$ cat config.mk
export PLATFORM = sky130hd
export DESIGN_NAME = mem_arbiter
export DESIGN_NICKNAME = d
export VERILOG_FILES = /design/src/rtl/mem_arbiter.sv
export SDC_FILE = /design/constraint.sdc
export NUM_CORES = 1
export LEC_CHECK = 0
export BUFFER_PORTS_ARGS = -buffer_cell sky130_fd_sc_hd__buf_2
export CORE_AREA = 2 2 105 107
export DETAILED_ROUTE_END_ITERATION = 10
export DIE_AREA = 0 0 107 109
export HOLD_SLACK_MARGIN = 0.15
export PLACE_DENSITY = 0.66
export SYNTH_ARGS = -nofsm -noshare
export SYNTH_HDL_FRONTEND = slang
export SYNTH_SLANG_ARGS = --single-unit
$ cat constraint.sdc
create_clock -name clk -period 1.85 [get_ports clk]
set_input_delay 0.185 -clock clk [delete_from_list [all_inputs] [get_ports clk]]
set_output_delay 0.185 -clock clk [all_outputs]
set_load 0.02 [all_outputs]
$ cat src/rtl/mem_arbiter.sv
// mem_arbiter
// -----------
// Round-robin arbiter and line-burst sequencer that sits between the I-cache
// refill path, the D-cache, and a single external memory port. One requester
// owns the port for a fixed LINE_BEATS-beat burst. Read beats are routed to
// the owner, and write beats are pulled from the D-cache by beat index.
//
// Parameters
//   ADDR        byte-address width
//   DATA        beat data width
//   LINE_BEATS  beats per cache line (power of two, >= 2)
//
// Ports
//   clk, reset_                 clock, asynchronous active-low reset
//   ic_req/ic_addr              I-cache line read request (held until ic_done)
//   ic_rvalid/ic_rdata/ic_done  I-cache read beats and end-of-burst pulse
//   dc_req/dc_we/dc_addr        D-cache line request (fill or write-back)
//   dc_wdata/dc_wbeat           write data for the beat index presented
//   dc_rvalid/dc_rdata/dc_done  D-cache read beats and end-of-burst pulse
//   mem_req/mem_we/mem_addr     burst request, direction, line-aligned base
//   mem_wdata                   write beat data
//   mem_ack/mem_rdata           beat accepted / read beat valid, read data
module mem_arbiter #(
    parameter int ADDR       = 32,
    parameter int DATA       = 32,
    parameter int LINE_BEATS = 4
) (
    input  logic                          clk,
    input  logic                          reset_,
    input  logic                          ic_req,
    input  logic [ADDR-1:0]               ic_addr,
    output logic                          ic_rvalid,
    output logic [DATA-1:0]               ic_rdata,
    output logic                          ic_done,
    input  logic                          dc_req,
    input  logic                          dc_we,
    input  logic [ADDR-1:0]               dc_addr,
    input  logic [DATA-1:0]               dc_wdata,
    output logic [$clog2(LINE_BEATS)-1:0] dc_wbeat,
    output logic                          dc_rvalid,
    output logic [DATA-1:0]               dc_rdata,
    output logic                          dc_done,
    output logic                          mem_req,
    output logic                          mem_we,
    output logic [ADDR-1:0]               mem_addr,
    output logic [DATA-1:0]               mem_wdata,
    input  logic                          mem_ack,
    input  logic [DATA-1:0]               mem_rdata
);

    localparam int BEAT_W = $clog2(LINE_BEATS);
    // Byte offset bits within one line; cleared to form the burst base address.
    localparam logic [ADDR-1:0] OFFSET_MASK = ADDR'((LINE_BEATS * DATA / 8) - 1);

    typedef enum logic {
        IDLE  = 1'b0,
        BURST = 1'b1
    } state_t;

    state_t              state_reg;
    logic                owner_dc_reg;   // 1 = D-cache owns the current burst
    logic                last_dc_reg;    // owner of the most recent grant
    logic [ADDR-1:0]     addr_reg;
    logic                we_reg;
    logic [BEAT_W-1:0]   beat_reg;
    logic                mem_req_reg;

    logic                in_burst;
    logic                grant_dc;
    logic                last_beat;
    logic                ack_ic;
    logic                ack_dc;

    assign in_burst  = (state_reg == BURST);
    assign last_beat = (beat_reg == BEAT_W'(LINE_BEATS - 1));

    // On a tie the requester that did not win last time takes the port.
    assign grant_dc  = dc_req & (~ic_req | ~last_dc_reg);

    always_ff @(posedge clk or negedge reset_) begin
        if (!reset_) begin
            state_reg    <= IDLE;
            owner_dc_reg <= 1'b0;
            last_dc_reg  <= 1'b1;
            addr_reg     <= '0;
            we_reg       <= 1'b0;
            beat_reg     <= '0;
            mem_req_reg  <= 1'b0;
        end else if (state_reg == IDLE) begin
            if (ic_req | dc_req) begin
                state_reg    <= BURST;
                mem_req_reg  <= 1'b1;
                owner_dc_reg <= grant_dc;
                last_dc_reg  <= grant_dc;
                addr_reg     <= (grant_dc ? dc_addr : ic_addr) & ~OFFSET_MASK;
                we_reg       <= grant_dc & dc_we;
                beat_reg     <= '0;
            end
        end else if (mem_ack) begin
            if (last_beat) begin
                // Clear the port fields so an idle port presents all zeros.
                state_reg   <= IDLE;
                mem_req_reg <= 1'b0;
                addr_reg    <= '0;
                we_reg      <= 1'b0;
                beat_reg    <= '0;
            end else begin
                beat_reg <= beat_reg + BEAT_W'(1);
            end
        end
    end

    // Beat strobes are combinational from mem_ack; acks seen in IDLE are dropped.
    assign ack_ic    = mem_ack & in_burst & ~owner_dc_reg;
    assign ack_dc    = mem_ack & in_burst & owner_dc_reg;

    assign ic_rvalid = ack_ic;
    assign ic_rdata  = ack_ic ? mem_rdata : '0;
    assign ic_done   = ack_ic & last_beat;

    assign dc_rvalid = ack_dc & ~we_reg;
    assign dc_rdata  = (ack_dc & ~we_reg) ? mem_rdata : '0;
    assign dc_done   = ack_dc & last_beat;

    assign dc_wbeat  = (in_burst & owner_dc_reg) ? beat_reg : '0;
    assign mem_wdata = (in_burst & owner_dc_reg & we_reg) ? dc_wdata : '0;

    assign mem_req   = mem_req_reg;
    assign mem_we    = we_reg;
    assign mem_addr  = addr_reg;

endmodule

=== Word-level counts from Yosys, hierarchy flattened ===
Cells that the tools add are included.

* Add/sub/neg operators: 1
* Reduce and logical (&&, ||, !) cells: 4
* Eq/ne operators: 3
* Bitwise logic cells: 17
* Mux-type cells: 23

{| class="wikitable"
|+ Operators by type and width
! cell !! number
|-
| two-way mux 32 bit || 8
|-
| AND 1 bit || 10
|-
| two-way mux 1 bit || 10
|-
| two-way mux 2 bit || 5
|-
| inverter 1 bit || 5
|-
| AND reduction 2 bit || 2
|-
| AND reduction 3 bit || 1
|-
| adder 2 x 1 -> 2 bit (second input constant) || 1
|-
| == test 2 bit (second input constant) || 1
|-
| != test 2 x 1 -> 1 bit (second input constant) || 1
|-
| != test 2 bit (second input constant) || 1
|-
| bitwise OR 1 bit || 2
|-
| nonzero test 2 bit || 1
|}

* Register bits: 39
* Word-level logic and storage cells: 55
* Input port bits: 134

=== Logic depth before layout (Yosys ltp) ===
* Depth after elaboration: 6
* Mapped depth: 6
* Mapped depth without buffers: 4

=== Worst setup path before layout ===
Ideal clock, no wire load.

* Kind: reg2out
* Start point: reg state_reg, in the netlist in_burst
* End point: out ic_rdata[22]
* Path slack: 0.412 ns
* Arrival time: 1.253 ns
* Cell stages (with the launch flop): 6
* Path buffers: 2
* Data required time: 1.665 ns
* Cell sequence: dfrtp_1 -> buf_2 -> nand2_1 -> nor2_2 -> buf_2 -> and2_1

* Word-level cells in the longest chain between the ends: 3

{| class="wikitable"
|+ RTL lines
! what !! RTL line !! text
|-
| from (decl) || 60 || <nowiki>state_t state_reg;</nowiki>
|-
| from (signal assigned) || 82 || <nowiki>state_reg <= IDLE;</nowiki>
|-
| from (signal assigned) || 91 || <nowiki>state_reg <= BURST;</nowiki>
|-
| from (signal assigned) || 102 || <nowiki>state_reg <= IDLE;</nowiki>
|-
| AND 1 bit (2 in series) || 114 || <nowiki>assign ack_ic = mem_ack & in_burst & ~owner_dc_reg;</nowiki>
|-
| named net ic_rvalid || 32 || <nowiki>output logic ic_rvalid,</nowiki>
|-
| two-way mux 32 bit || 118 || <nowiki>assign ic_rdata = ack_ic ? mem_rdata : '0;</nowiki>
|-
| to (decl) || 33 || <nowiki>output logic [DATA-1:0] ic_rdata,</nowiki>
|}

The timed path passes the listed nets, and every way through them passes these cells.

=== Worst setup path after layout ===
* Start point: reg owner_dc_reg
* End point: out dc_rdata[19]

* Word-level cells in the longest chain between the ends: 3

{| class="wikitable"
|+ RTL lines
! what !! RTL line !! text
|-
| from (decl) || 61 || <nowiki>logic owner_dc_reg;</nowiki>
|-
| from (signal assigned) || 93 || <nowiki>owner_dc_reg <= grant_dc;</nowiki>
|-
| AND 1 bit || 115 || <nowiki>assign ack_dc = mem_ack & in_burst & owner_dc_reg;</nowiki>
|-
| AND 1 bit || 122 || <nowiki>assign dc_rdata = (ack_dc & ~we_reg) ? mem_rdata : '0;</nowiki>
|-
| two-way mux 32 bit || 122 ||
|-
| to (decl) || 41 || <nowiki>output logic [DATA-1:0] dc_rdata,</nowiki>
|}

Every way passes these cells.

==> results.md <==
- Final Max Slew Viols: 0
- Layout cells sized above 1: 0.561
- Synth top area cells: dfrtp_1, and2_1, mux2i_1
- Compound-Gate Fraction of Synth Area: 0.137
- Clock latency on the worst-skew pair: 0.28 ns
- IO Count: 270
- Final setup violation count: 0
- XOR/XNOR Fraction of Synth Area: 0
- Area share of fa/ha/maj cells after synthesis: 0.00537
- GR Overflow Total: 0
- Most frequent cell after synthesis: and2_1
- GPL Wtd Cong: 0.777
- Crit end category: output pin
- Peak VDD IR: 0.572 mV
- HPWL after DPL: 6520 um
- Mapped Cells: 241
- Yosys reg bits: 35
- 1st-iter DRT viols: 122
- Via count: 2681
- Sink Count: 35
- Max Cap Violations: 0
- Top post-synthesis cells by count: and2_1, dfrtp_1, mux2i_1, o2bb2ai_1, buf_2
- CP arrival: 1.55 ns
- 1st-pass router iterations: 4
- Setup crit start: owner_dc_reg
- CP Max Fanout: 33
- Layout Cells excl Fill: 637
- Clk slew on worst S/H paths: 0.07 ns
- Final Hold Fails: 0
- Worst clock skew: 0.00631 ns
- Fin nets: 632
- Die X: 107 um
- H-Tree Depth: 2
- Global-route wire length before repair: 11200 um
- Post-DR vias/cell: 4.21
- Multi-input gate area: 1320 sq um
- Hold Startpoint: mem_ack
- Final worst path period share: 0.940
- I/O Buffers: 257
- Area grow syn2layout: 66.2%
- Area of the core: 10600 sq um
- Inserted Diodes: 0
- Total GRT Usage: 0.121
- Worst R2R Start: in_burst
- Hold Slack: 0.168 ns
- Routed wire per std cell: 12.6 um
- Async set or reset register ratio after synthesis: 1.00
- Routed wl met2: 3920 um
- Remaining antenna violation count after routing: 0
- Fin Setup TNS: 0 ns
- Filler Cells Inserted: 1074
- Synth Flop Type: dfrtp_1
- Relative slew slack: 0.470
- Die Ht: 109 um
- Synth Area in Simple Gates: 0.296
- Mux share of post-synthesis cell area: 0.120
- Startpoint types: register
- Synth Warn #: 0
- CP Data Required Time: 1.66 ns
- Clock Path Buffers: 2
- Starting Density: 0.220
- Uppermost layer routed: met4
- CTS tree: built
- Area share of the largest cell type after synthesis: 0.365
- Drt drc: 0
- Status: complete, no violations
- Routed wire length: 8040 um
- Crit Path Class: register to output pin
- Core Rows: 38
- Initial antenna violation count: 0
- Largest register FFs: 28
- Reg area: 880 sq um
- Worst-margin pin slew: 0.796 ns
- Vias in the first global route: 2299
- Power per cell area: 1290 nW/um^2
- Seq/Total Area, Yosys: 0.376
- WL met3: 641 um
- Distinct cells, synth: 28
- Largest family of logic cells by synthesized area: simple AND/OR/NAND/NOR gates
- Dpl cells: 625
- DIE AREA: 11700 sq um
- Min cycle time layout: 1.74 ns
- Wl on met1: 3440 um
- EDFF count, synth: 0
- Root Buffer Master: clkbuf_8
- Max frequency: 0.575 GHz
- Post-synthesis cell area: 2330 sq um
- Leak pwr: 2.37 nW
- CTS Buf Count: 5
- Synth area leader: dfrtp_1
- Largest net degree at the start of global routing: 36
- Avg Cell Area, Syn: 9.67 sq um
- Worst hold path type: primary input to register
- RSZ-0062 raised after global routing: false
kinds of logic (layout without fill, tap and decap cells):
kind of cell / count (synthesis) / after routing
muxes: 28 / 28
adders and majority gates: 1 / 1
other: 1 / 4
and+or+nand+nor: 113 / 113
DFF: 35 / 35
AOI/OAI and AO/OA: 39 / 39
buffers and inverters: 24 / 277
cells in the final DEF, fill, tap and decap left out, drive strengths merged:
cell	instances
clkbuf	6
o21ai	3
o21bai	1
buf	266
dfrtp	34
ha	1
dlygate4sd3	3
a21oi	1
nand2	6
nor3b	1
and2	97
a21o	1
a21bo	1
nor3	1
and3	3
a21boi	1
mux2i	28
clkinv	1
inv	1
nand3	3
nor2	2
conb	4
o2bb2ai	28
a31oi	2
a32o	1
dfstp	1
worst max-delay path: stages (launching register included):
cell and delay, ns:
dfrtp_2 0.42, nand2_1 0.10, nor3b_2 0.21, buf_6 0.23
and2_1 0.16, buf_2 0.16
final timing paths:
check	endpoint	slack, ns	depth (start not counted)
min reg2reg	mem_addr[4]	0.48	1
min in group asynchronous	mem_addr[8]	0.52	2
max in group asynchronous	owner_dc_reg	0.77	2
min	in_burst	0.17	2
max reg2reg	mem_addr[9]	0.41	5
max	dc_rdata[19]	0.11	5
cell type report:
type	count	area share
clock buffer	6	0.0213
tap	140	0.0452
inverter	1	0.000969
clock inverter	1	0.00129
sequential	35	0.227
timing repair buffer	269	0.363
multi-input combinational	185	0.342
what timing repair did:
item / CTS / global route
gates cloned: 0 / 0
endpoints found under the hold margin: 36 / 0
setup buffers: 0 / 2
pin swaps: 0 / 0
resized for setup: 1 / 3
hold buffers: 3 / 0
endpoints found under the setup margin: 65 / 65
routing by layer:
layer,global-route usage,vias to the layer above
met4,0.0306,0
met3,0.0239,4
met5,0,-
met1,0.153,1216
met2,0.213,143
li1,-,1318
power breakdown:
group | internal, mW | total [mW] | switching (mW)
sequential | 1.16 | 1.41 | 0.246
clock | 0.292 | 0.564 | 0.272
combinational | 1.20 | 3.04 | 1.84
through the flow:
step | setup WS [ns] | total power, mW | area (sq um) | util
3_5_place_dp | 0.211 | 4.45 | 3730 | 0.352
4_1_cts | 0.00157 | 5.04 | 3850 | 0.363
3_3_place_gp | 0.263 | 4.39 | 3730 | 0.352
2_1_floorplan | 0.412 | 3.38 | 2340 | -
6_report | 0.111 | 5.01 | 3870 | 0.365
5_1_grt | 0.0300 | 5.34 | 3870 | 0.365
Power figures use the tool's default switching activity.
